$ cat config.mk
export PLATFORM = sky130hd
export DESIGN_NAME = module_barrido_teclado
export DESIGN_NICKNAME = d
export VERILOG_FILES = /design/src/rtl/module_barrido_teclado.sv
export SDC_FILE = /design/constraint.sdc
export NUM_CORES = 1
export LEC_CHECK = 0
export ABC_AREA = 1
export CORE_MARGIN = 5
export CORE_UTILIZATION = 49
export CTS_BUF_LIST = sky130_fd_sc_hd__clkbuf_4
export DETAILED_ROUTE_END_ITERATION = 6
export HOLD_SLACK_MARGIN = 0.12
export PLACE_DENSITY_LB_ADDON = 0.2
export SLEW_MARGIN = 20
export SYNTH_ARGS = -nofsm -noshare
export SYNTH_HDL_FRONTEND = slang
export SYNTH_SLANG_ARGS = --single-unit
$ cat constraint.sdc
create_clock -name clk -period 3.7 [get_ports clk]
set_clock_uncertainty 0.05 [all_clocks]
set_input_delay 1.11 -clock clk [delete_from_list [all_inputs] [get_ports clk]]
set_output_delay 1.11 -clock clk [all_outputs]
set_load 0.01 [all_outputs]
$ cat src/rtl/module_barrido_teclado.sv
// 4x4 matrix keypad scanner: rotates an active-low row strobe, samples the
// columns once per row and debounces whole scans into single key events.
module module_barrido_teclado #(
    parameter int SCAN_DIV       = 27000,
    parameter int DEBOUNCE_SCANS = 4
) (
    input  logic       clk,
    input  logic       rst,
    input  logic [3:0] column,
    output logic [3:0] row,
    output logic [3:0] key_code,
    output logic       key_valid,
    output logic       key_held
);

    localparam int DW = (SCAN_DIV > 2) ? $clog2(SCAN_DIV) : 1;
    localparam int CW = $clog2(DEBOUNCE_SCANS + 1);
    localparam logic [DW-1:0] DIV_LAST = DW'(SCAN_DIV - 1);
    localparam logic [CW-1:0] CNT_MAX  = CW'(DEBOUNCE_SCANS);

    typedef enum logic [1:0] {
        ST_IDLE,
        ST_DEBOUNCE,
        ST_PRESSED,
        ST_RELEASE
    } state_t;

    // Scan classification: 0 = none, 1 = single key, 2 = multiple keys
    localparam logic [1:0] HIT_NONE   = 2'd0;
    localparam logic [1:0] HIT_SINGLE = 2'd1;
    localparam logic [1:0] HIT_MULTI  = 2'd2;

    logic [3:0]    col_s1_q, col_s2_q;
    logic [DW-1:0] div_q, div_d;
    logic [3:0]    row_q;
    logic [1:0]    ridx_q;
    logic [1:0]    hit_q, hit_d;
    logic [3:0]    scode_q, scode_d;
    state_t        state_q, state_d;
    logic [CW-1:0] cnt_q, cnt_d;
    logic [3:0]    cand_q, cand_d;
    logic [3:0]    key_code_q, key_code_d;
    logic          key_valid_q, key_valid_d;
    logic          key_held_q, key_held_d;

    logic          tick;
    logic          scan_done;
    logic [3:0]    low;
    logic [2:0]    nlow;
    logic [1:0]    cidx;
    logic [1:0]    hit_prev;
    logic [CW-1:0] cnt_inc;

    function automatic logic [3:0] key_map(input logic [1:0] r,
                                           input logic [1:0] c);
        logic [3:0] k;
        case ({r, c})
            4'h0: k = 4'h1;
            4'h1: k = 4'h2;
            4'h2: k = 4'h3;
            4'h3: k = 4'hA;
            4'h4: k = 4'h4;
            4'h5: k = 4'h5;
            4'h6: k = 4'h6;
            4'h7: k = 4'hB;
            4'h8: k = 4'h7;
            4'h9: k = 4'h8;
            4'hA: k = 4'h9;
            4'hB: k = 4'hC;
            4'hC: k = 4'hE;
            4'hD: k = 4'h0;
            4'hE: k = 4'hF;
            default: k = 4'hD;
        endcase
        return k;
    endfunction

    assign tick      = (div_q == DIV_LAST);
    assign scan_done = tick && (ridx_q == 2'd3);
    assign div_d     = tick ? '0 : div_q + DW'(1);

    assign low  = ~col_s2_q;
    assign nlow = {2'b0, low[0]} + {2'b0, low[1]}
                + {2'b0, low[2]} + {2'b0, low[3]};

    always_comb begin
        cidx = 2'd0;
        case (low)
            4'b0010: cidx = 2'd1;
            4'b0100: cidx = 2'd2;
            4'b1000: cidx = 2'd3;
            default: cidx = 2'd0;
        endcase
    end

    // Row 0 starts a fresh scan, so earlier results are ignored there
    assign hit_prev = (ridx_q == 2'd0) ? HIT_NONE : hit_q;

    always_comb begin
        hit_d   = hit_prev;
        scode_d = scode_q;
        if (nlow >= 3'd2 || (nlow == 3'd1 && hit_prev != HIT_NONE)) begin
            hit_d = HIT_MULTI;
        end else if (nlow == 3'd1) begin
            hit_d   = HIT_SINGLE;
            scode_d = key_map(ridx_q, cidx);
        end
    end

    assign cnt_inc = (cnt_q == CNT_MAX) ? cnt_q : cnt_q + CW'(1);

    always_comb begin
        state_d     = state_q;
        cnt_d       = cnt_q;
        cand_d      = cand_q;
        key_code_d  = key_code_q;
        key_valid_d = 1'b0;
        if (scan_done) begin
            case (state_q)
                ST_IDLE: begin
                    if (hit_d == HIT_SINGLE) begin
                        cand_d = scode_d;
                        cnt_d  = CW'(1);
                        if (DEBOUNCE_SCANS == 1) begin
                            state_d     = ST_PRESSED;
                            key_code_d  = scode_d;
                            key_valid_d = 1'b1;
                        end else begin
                            state_d = ST_DEBOUNCE;
                        end
                    end
                end
                ST_DEBOUNCE: begin
                    if (hit_d == HIT_SINGLE && scode_d == cand_q) begin
                        cnt_d = cnt_inc;
                        if (cnt_inc == CNT_MAX) begin
                            state_d     = ST_PRESSED;
                            key_code_d  = cand_q;
                            key_valid_d = 1'b1;
                        end
                    end else begin
                        state_d = ST_IDLE;
                        cnt_d   = '0;
                    end
                end
                ST_PRESSED: begin
                    if (hit_d == HIT_NONE) begin
                        cnt_d   = CW'(1);
                        state_d = (DEBOUNCE_SCANS == 1) ? ST_IDLE : ST_RELEASE;
                    end
                end
                default: begin
                    if (hit_d == HIT_NONE) begin
                        cnt_d = cnt_inc;
                        if (cnt_inc == CNT_MAX) begin
                            state_d = ST_IDLE;
                        end
                    end else begin
                        state_d = ST_PRESSED;
                    end
                end
            endcase
        end
        key_held_d = (state_d == ST_PRESSED) || (state_d == ST_RELEASE);
    end

    always_ff @(posedge clk or negedge rst) begin
        if (!rst) begin
            col_s1_q    <= 4'hF;
            col_s2_q    <= 4'hF;
            div_q       <= '0;
            row_q       <= 4'b1110;
            ridx_q      <= 2'd0;
            hit_q       <= HIT_NONE;
            scode_q     <= 4'h0;
            state_q     <= ST_IDLE;
            cnt_q       <= '0;
            cand_q      <= 4'h0;
            key_code_q  <= 4'h0;
            key_valid_q <= 1'b0;
            key_held_q  <= 1'b0;
        end else begin
            col_s1_q    <= column;
            col_s2_q    <= col_s1_q;
            div_q       <= div_d;
            if (tick) begin
                row_q   <= {row_q[2:0], row_q[3]};
                ridx_q  <= ridx_q + 2'd1;
                hit_q   <= hit_d;
                scode_q <= scode_d;
            end
            state_q     <= state_d;
            cnt_q       <= cnt_d;
            cand_q      <= cand_d;
            key_code_q  <= key_code_d;
            key_valid_q <= key_valid_d;
            key_held_q  <= key_held_d;
        end
    end

    assign row       = row_q;
    assign key_code  = key_code_q;
    assign key_valid = key_valid_q;
    assign key_held  = key_held_q;

endmodule

Word level (Yosys, flattened, before mapping):

Memory sizes are Yosys's and may differ from the RTL's.
Index checks and enable logic that the tools add are counted.

* logic and storage cells: 76
* input bits: 6
* bits in read-only memories: 64
* output and inout port bits: 10
* memories: 1
* bits in registers: 50

Memories
* (name not given): depth 16, bits a word 4, read ports 1, clocked after memory_dff 0, wr ports 0, line 57 `case ({r, c})`

* bitwise operators: 1
* muxes and demuxes: 25
* add/subtract/negate cells: 6
* reductions and logical operators: 13
* $lt $le $gt $ge: 1
* equality and inequality tests: 16

Operators by type and width (number)
* 2-bit two-way mux: 10
* 15-bit by 1-bit adder with 15-bit output, second input constant: 1
* 15-bit equality test, second input constant: 1
* 15-bit two-way mux: 1
* 3-bit two-way mux: 5
* 2-bit one-hot mux with 3 select lines: 2
* 3-bit one-hot mux with 3 select lines: 1
* 2-bit equality test, second input constant: 4
* 4-bit two-way mux: 2
* 4-bit AND reduction: 2
* 3-bit equality test, second input constant: 2
* 2-bit logical NOT: 3
* 2-bit by 1-bit equality test with 1-bit output, second input constant: 2
* 4-bit by 2-bit equality test with 1-bit output, second input constant: 1
* 4-bit by 3-bit equality test with 1-bit output, second input constant: 1
* 4-bit equality test: 1
* 4-bit equality test, second input constant: 1
* 1-bit two-way mux: 4
* 2-bit != test, second input constant: 2
* 4-bit NOT: 1
* 2-bit by 1-bit adder with 3-bit output: 1
* 3-bit by 1-bit adder with 3-bit output: 1
* 3-bit by 1-bit adder with 3-bit output, second input constant: 1
* 3-bit by 1-bit equality test with 1-bit output, second input constant: 1
* other kinds (8): 11

Depth between registers and ports, before layout:

Gate-level depths: netlist of the first run.

* depth in word-level cells: 15
* depth in mapped cells: 19
* depth with buffers taken out: 19

Worst setup path before layout of the first run:

No wires, ideal clock.

* path kind: register to register
* start point: reg col_s2_q[1]
* end point: reg key_code_q[1], in the netlist key_code[1]
* arrival: 2.628 ns
* period minus slack after synthesis: 2.796 ns
* buffers on the path: 1
* setup time: 0.118 ns
* setup slack: 0.904 ns
* stages on the path, launching flop included: 16
* data required time: 3.532 ns
* path through: dfstp_2 fa_1 inv_1 ha_1 inv_1 ha_1 nand3b_4 nor3_4 nand2_1 nand3_2 nand3_2 nor2_2 nand3_2 buf_6 nand2_1 o21ai_2

* cells in the longest elaborated chain, start to end: 11
* elaborated cells between the ends (all ways): 21
* classes of those cells: add/sub: 3; order compare: 1; eq/ne: 6; mux: 5; bitwise: 1; reduce/logical: 4; memory: 1

Ends and longest elaborated chain
* start, declared: line 33 `logic [3:0] col_s1_q, col_s2_q;`
* start signal, assigned: line 184 `col_s2_q <= col_s1_q;`
* 4-bit NOT *: line 82 `assign low = ~col_s2_q;`
* branches (longest 8 deep; another with 2-bit by 1-bit adder with 3-bit output)
* 1-bit logical AND *: line 134 `if (hit_d == HIT_SINGLE && scode_d == cand_q) begin`
* 4-bit AND reduction (no line) *
* end signal, assigned: line 195 `key_code_q <= key_code_d;`
* end, declared: line 42 `logic [3:0] key_code_q, key_code_d;`

Every way passes the cells marked *.
A chain may end at the register's enable or synchronous reset.

Final worst setup path of the first run:

* start point: reg col_s2_q[3]
* end point: reg key_code_q[1], in the netlist key_code[1]

* cells in the longest elaborated chain, start to end: 9
* elaborated cells between the ends (all ways): 19
* classes of those cells: add/sub: 1; order compare: 1; eq/ne: 6; mux: 5; bitwise: 1; reduce/logical: 4; memory: 1

Ends and longest elaborated chain
* 4-bit NOT *: line 82
* 4-bit equality test, or another cell as far along: line 88 `case (low)`
* 2-bit one-hot mux with 3 select lines / 3-bit by 1-bit equality test with 1-bit output (equally long branches): line 88, 102, 104
* memory read 16 x 4 bit / 1-bit logical AND (equally long branches)
* 4-bit two-way mux / 1-bit logical OR (equally long branches): line 104, 102
* 4-bit two-way mux / 2-bit two-way mux (equally long branches): line 102 `if (nlow >= 3'd2 || (nlow == 3'd1 && hit_prev != HIT_NONE)) begin`
* 4-bit equality test / 2-bit by 1-bit equality test with 1-bit output (equally long branches): line 134
* 1-bit logical AND *: line 134
* 4-bit AND reduction (no line) *

Mark *: on every way between the ends. The rest lies on a longest branch, timed or not.

==> results of run 1 <==
cell families (layout without fill, tap and decap cells):
logic type / after synthesis / count (layout)
DFF: 50 / 50
AOI/OAI and AO/OA: 39 / 39
and+or+nand+nor: 175 / 175
buffers and inverters: 59 / 80
xor gates and xnor gates: 3 / 3
adders and majority gates: 16 / 16
sequential cells by signal, indices dropped and copies added, names as in the netlist:
register,count
div_q,15
cand_q,4
key_held,1
col_s1_q,4
key_code,4
cnt_q,3
col_s2_q,4
scode_q,4
row,4
ridx_q,2
key_valid,1
state_q,2
hit_q,2
cells in the mapped netlist (all sizes together):
cell type,instances
nand3,25
a21oi,11
nand2,91
fa,1
dfstp,11
nor4,3
nor3,15
nor2,32
o31ai,1
nand3b,2
dfrtp,39
o21ai,27
buf,1
xor2,3
ha,15
or2,1
nand4,6
clkbuf,2
inv,56
critical path, stage by stage (launching register included):
cell      delay (ps)
dfstp_2          580
fa_1             410
inv_1             60
ha_1             150
inv_1             40
ha_1             300
nand3b_4         190
nor3_4           290
nand2_1           80
nand3_1          100
nand3_2           80
nor2_2           170
nand3_2          250
nand2_1          140
o21ai_2           60
metal layers:
| metal | routed length, um | GRT usage, % | vias to the layer above |
|---|---|---|---|
| li1 | - | - | 1122 |
| met1 | 2420 | 18.5 | 984 |
| met2 | 2450 | 26.7 | 23 |
| met3 | 155 | 3.17 | 5 |
| met4 | 57 | 3.45 | 0 |
| met5 | 0 | 0 | - |
cells in the final DEF, fill, tap and decap left out, drive strengths merged:
cell and count:
a21oi 11, buf 2, clkbuf 5, clkdlybuf4s50 14
clkinv 2, clkinvlp 1, dfrtp 39, dfstp 11
fa 1, ha 15, inv 56, nand2 91
nand3 25, nand3b 2, nand4 6, nor2 32
nor3 15, nor4 3, o21ai 27, o31ai 1
or2 1, xor2 3
power by group through the flow:
stage	clock (mW)	combinational, mW	sequential (mW)
floorplan	0	0.0580	0.567
CTS	0.256	0.0851	0.558
detailed placement	0	0.0849	0.568
finish	0.239	0.0832	0.558
global placement	0	0.0823	0.567
global route	0.277	0.0956	0.559
worst max-delay path by stage:
stage | to | slack [ps] | cells after the start
floorplan | key_code[1] | 900 | 15
detailed placement | key_code[1] | 610 | 14
CTS | key_code[1] | 600 | 14
global route | key_code[3] | 360 | 14
global placement | key_code[2] | 740 | 14
finish | key_code[1] | 650 | 14
per-stage QoR:
step           setup slack (ps)  area [sq um]  std cells
2_1_floorplan               904          2800        342
3_3_place_gp                740          3030        427
3_5_place_dp                606          3030        427
4_1_cts                     599          3080        435
5_1_grt                     356          3080        435
6_report                    647          3080        435
final cells by class:
cell class | count | area (sq um) | share of cell area [%]
Inverter | 56 | 210 | 6.82
Clock inverter | 3 | 16.3 | 0.528
Multi-Input combinational cell | 233 | 1310 | 42.5
Clock buffer | 5 | 37.5 | 1.22
Sequential cell | 50 | 1260 | 41.0
Timing Repair Buffer | 16 | 153 | 4.95
Tap cell | 72 | 90.1 | 2.92
==> reports/summary.txt, run 1 <==
Run status: finished, final reports clean
Fmax: 0.328 GHz
Cells after Synth: 342
Worst hold slack: 315 ps
Startpoint Class: flip-flop
Row Count: 27
Congestion Overflow GR: 0
Chip Width: 85.6 um
CTS tree: built
Adder and majority gate portion of the synthesized area: 7.41%
Drt pass-1 iters: 4
R2R Path Start: col_s2_q[3]
# resized after CTS: 0
CORE AREA: 5540 sq um
Vias: 2134
Pin count of the biggest net entering global routing: 34
Worst Tran Pin Value: 424 ps
Synthesized net count: 364
Total wire length: 5080 um
IO Pins: 16
Pins Over Slew Limit: 0
TNS Setup: 0 ps
H-tree depth: 2
Max-Cap Viols: 0
Detailed-placement wirelength estimate: 3910 um
CTS root buf: clkbuf_4
Proportion of power drawn by the clock network: 27.2%
Worst rel slew slack: 71.7%
Top cells by area, synth: dfrtp_1 (35%), nand2_1 (12%), dfstp_2 (10%)
Via/cell ratio: 4.91
Max VDD drop: 0.000168 V
Hold buffer count at cts: 0
Post-synthesis xor/xnor area fraction: 0.937%
Post-synth top area cell: dfrtp_1
Clock sink total: 50
WL/cell: 11.7 um
Fin crit period: 3050 ps
Simple-gate portion of the synthesized area: 30.7%
Hold path start: col_s1_q[2]
Gr usage total: 14.9%
Hold Path End: col_s2_q[2]
Mux contribution to synthesized area: 0%
Mapped Area: 2800 sq um
Reg2reg path depth: 14
Yosys warning count: 0
Final setup viols: 0
Psw: 0.225 mW
Fin nets: 384
Sw Ratio: 25.6%
Post-synthesis compound-gate area fraction: 7.72%
Initial core utilization: 50.6%
Total power: 0.880 mW
Reg2Reg Setup Slack: 650 ps
Die area: 7340 sq um
Initial antenna violation count: 0
Static leakage: 1.44 nW
Comb pwr share: 9.5%
Clock slew seen by the registers of the worst setup and hold paths: 130 ps
Top cell type's share of synthesized area: 34.8%
Num CTS Buffers: 5
Data required time at the worst endpoint: 3910 ps
Postcts setup bufs: 0
Hold WC Path Type: flip-flop to flip-flop
Final hold violations: 0
Arr. time, crit path: 3260 ps
Initial DRC Count: 103
Internal Power: 0.655 mW
Final GP Congestion: 0.816
Die Span Y: 85.6 um
ANT cells: 0
Power density over the cells: 286 nW/um^2
Worst setup path class: flip-flop to flip-flop
Reg power frac: 63.4%
Vias in the first global route: 2082
Avg Inst Size Synth: 8.20 sq um
Distinct cells, synth: 33
Buffers on Ports: 15
Clk buf depth: 2
Sequential area share after synthesis: 45.1%
Fillcell total: 532
Layout cell share with drive strength beyond 1: 15.4%
RSZ-0062 raised after global routing: false
Final Util: 55.6%
Hold depth: 0
Clock latency reported for the late side of the worst-skew pair: 360 ps
FF-to-FF End: key_code[1]
Critical path origin: col_s2_q[3]
Area Growth Syn to Fin: 9.91%
Global-route wire length before repair: 8900 um
Drc violations: 0
Main combinational cell family by area after synthesis: simple AND/OR/NAND/NOR gates
Period utilisation layout: 82.5%
Setup crit end kind: flip-flop
CP Max Fanout: 11
Antenna Nets Post-Route: 0
Seq cells post-synth: 50
No activity file was read; power rests on OpenSTA's default activity.
==> run 2: changes to the inputs <==
==> constraint.sdc (replaced) <==
create_clock -name clk -period 2.5 [get_ports clk]
set_clock_uncertainty 0.05 [all_clocks]
set_input_delay 0.75 -clock clk [delete_from_list [all_inputs] [get_ports clk]]
set_output_delay 0.75 -clock clk [all_outputs]
set_load 0.01 [all_outputs]
==> run 2 against run 1 <==
Net effect: the run now ends with setup timing left; non-clock buffer count is 23 higher; total power up 59%; sequential power increased by 48%; sequential share of layout area down 4.5 points; worst hold slack gained 1.1 ps; critical path type unchanged; largest cell class unchanged.
==> reports/summary.txt, run 2 (synthesis results as in run 1) <==
Run status: complete, but fails checks
Failing checks: setup timing
RSZ-0062 raised after global routing: true
Area Growth Syn to Fin: 23.5%
Row Count: 27
Reg power frac: 58.8%
Vias in the first global route: 2219
Comb pwr share: 15.0%
Final hold violations: 0
Gr usage total: 16.1%
CP max stage cell: dfstp_2
Crit path max-delay family: simple AND/OR/NAND/NOR gates
Initial core utilization: 50.6%
Data required time at the worst endpoint: 2730 ps
Final GP Congestion: 0.801
Chip Width: 85.6 um
Initial antenna violation count: 0
Congestion Overflow GR: 0
Gr busiest metal: met2
Initial DRC Count: 108
Psw: 0.381 mW
Clock slew seen by the registers of the worst setup and hold paths: 150 ps
Crit-path cells: fa_1 -> inv_2 -> ha_4 -> inv_2 -> ha_4 -> nand3_4 -> nand2_4 -> nor3_4 -> nand2_1 -> nand3_1 -> nand3_2 -> nor2_4 -> nand3_4 -> nand2_1 -> o21ai_2
Max VDD drop: 0.000289 V
Hold buffer count at cts: 0
Total wire length: 5470 um
Hold WC Path Type: flip-flop to flip-flop
Pin count of the biggest net entering global routing: 51
H-tree depth: 2
Fillcell total: 496
CTS tree: built
Worst path bufs/invs: 2
Clk buf depth: 2
Detailed-placement wirelength estimate: 3990 um
Drt pass-1 iters: 4
Die area: 7340 sq um
Worst setup path class: flip-flop to flip-flop
Internal Power: 1.02 mW
Drc violations: 0
Clock latency reported for the late side of the worst-skew pair: 370 ps
Max-Cap Viols: 0
Period utilisation layout: 116%
Worst Tran Pin Value: 634 ps
Global-route wire length before repair: 9620 um
Pins Over Slew Limit: 0
CTS root buf: clkbuf_4
Commonest non-fill, non-tap cell in the layout: nand2_1
ANT cells: 0
Clock sink total: 50
CORE AREA: 5540 sq um
Setup WS pre-CTS: -460 ps
Setup crit end kind: flip-flop
IO Pins: 16
Num CTS Buffers: 5
Startpoint Class: flip-flop
Non-filler cells, final: 458
Fmax: 0.346 GHz
Antenna Nets Post-Route: 0
Buffers on Ports: 15
Via/cell ratio: 4.96
Worst rel slew slack: 57.7%
WL/cell: 11.9 um
Final WS setup: -388 ps
Met1 usage: 20.2%
Worst stage delay on the critical path: 570 ps
Power density over the cells: 405 nW/um^2
Static leakage: 1.59 nW
Fin crit period: 2890 ps
Layout cell share with drive strength beyond 1: 30.3%
CP Max Fanout: 11
# placed instances: 448
Arr. time, crit path: 3120 ps
Vias: 2273
Biggest register: div_q
Fin nets: 407
Met3 Use GR: 3.46%
Proportion of power drawn by the clock network: 26.2%
Die Span Y: 85.6 um
Final setup viols: 18
Most frequent cells in the layout: nand2_1 (71), inv_1 (43), dfrtp_1 (39), nor2_1 (23), buf_4 (21)
Max FFs per register: 15
Sw Ratio: 27.1%
Met2 usage: 27.8%
-- run 2: worst paths after layout --
| path | startpoint | end | cells past startpoint | slack [ps] |
|---|---|---|---|---|
| worst max-delay path | col_s2_q[1] | key_code[1] | 15 | -390 |
| worst min-delay path | col_s1_q[0] | col_s2_q[0] | 0 | 320 |
| worst max register to register | col_s2_q[1] | key_code[1] | 15 | -390 |
| worst min register to register | col_s1_q[0] | col_s2_q[0] | 0 | 320 |
| max in group asynchronous | rst | div_q[6] | 2 | 1560 |
| min in group asynchronous | rst | cand_q[2] | 2 | 410 |
-- run 2: cell type report --
type	count	area [sq um]	share of cell area, %
tap	72	90.1	2.60
inverter	56	215	6.22
clock inverter	3	16.3	0.470
sequential	50	1260	36.5
multi-input combinational	233	1500	43.4
clock buffer	5	37.5	1.08
timing repair buffer	39	337	9.72
-- run 2: worst register-to-register path: cells and delay by family (launching register included) --
| family | cells | cell delay (ps) |
|---|---|---|
| AOI/OAI and AO/OA | 1 | 50 |
| adders and majority gates | 3 | 790 |
| buffers and inverters | 2 | 120 |
| DFF | 1 | 570 |
| and+or+nand+nor | 9 | 1240 |
-- run 2: metal layers --
layer  wire length, um  up-vias
met4                70        0
met3               181        6
li1                  -     1170
met5                 0        -
met1              2530     1068
met2              2680       29
-- run 2: metrics by stage --
stage	cell area [sq um]	hold slack (ps)	util, %	setup TNS [ps]	power (mW)
after floorplan	2860	295	-	-2100	0.944
after global placement	3240	296	58.5	-4310	1.01
after detailed placement	3240	297	58.5	-6000	1.02
after CTS	3350	316	60.5	-5840	1.40
after global routing	3460	324	62.5	-7830	1.48
final	3460	316	62.5	-5030	1.40
-- run 2: power groups by stage --
stage | registers, mW | clock network [mW] | logic (mW)
2_1_floorplan | 0.839 | 0 | 0.105
3_3_place_gp | 0.839 | 0 | 0.174
3_5_place_dp | 0.839 | 0 | 0.179
4_1_cts | 0.825 | 0.385 | 0.187
5_1_grt | 0.826 | 0.423 | 0.233
6_report | 0.825 | 0.368 | 0.211
-- run 2: timing repair --
| item | in CTS | in global routing |
|---|---|---|
| pin swaps | 11 | 21 |
| setup buffers | 1 | 1 |
| setup endpoints to repair | 18 | 20 |
| resized for setup | 18 | 29 |
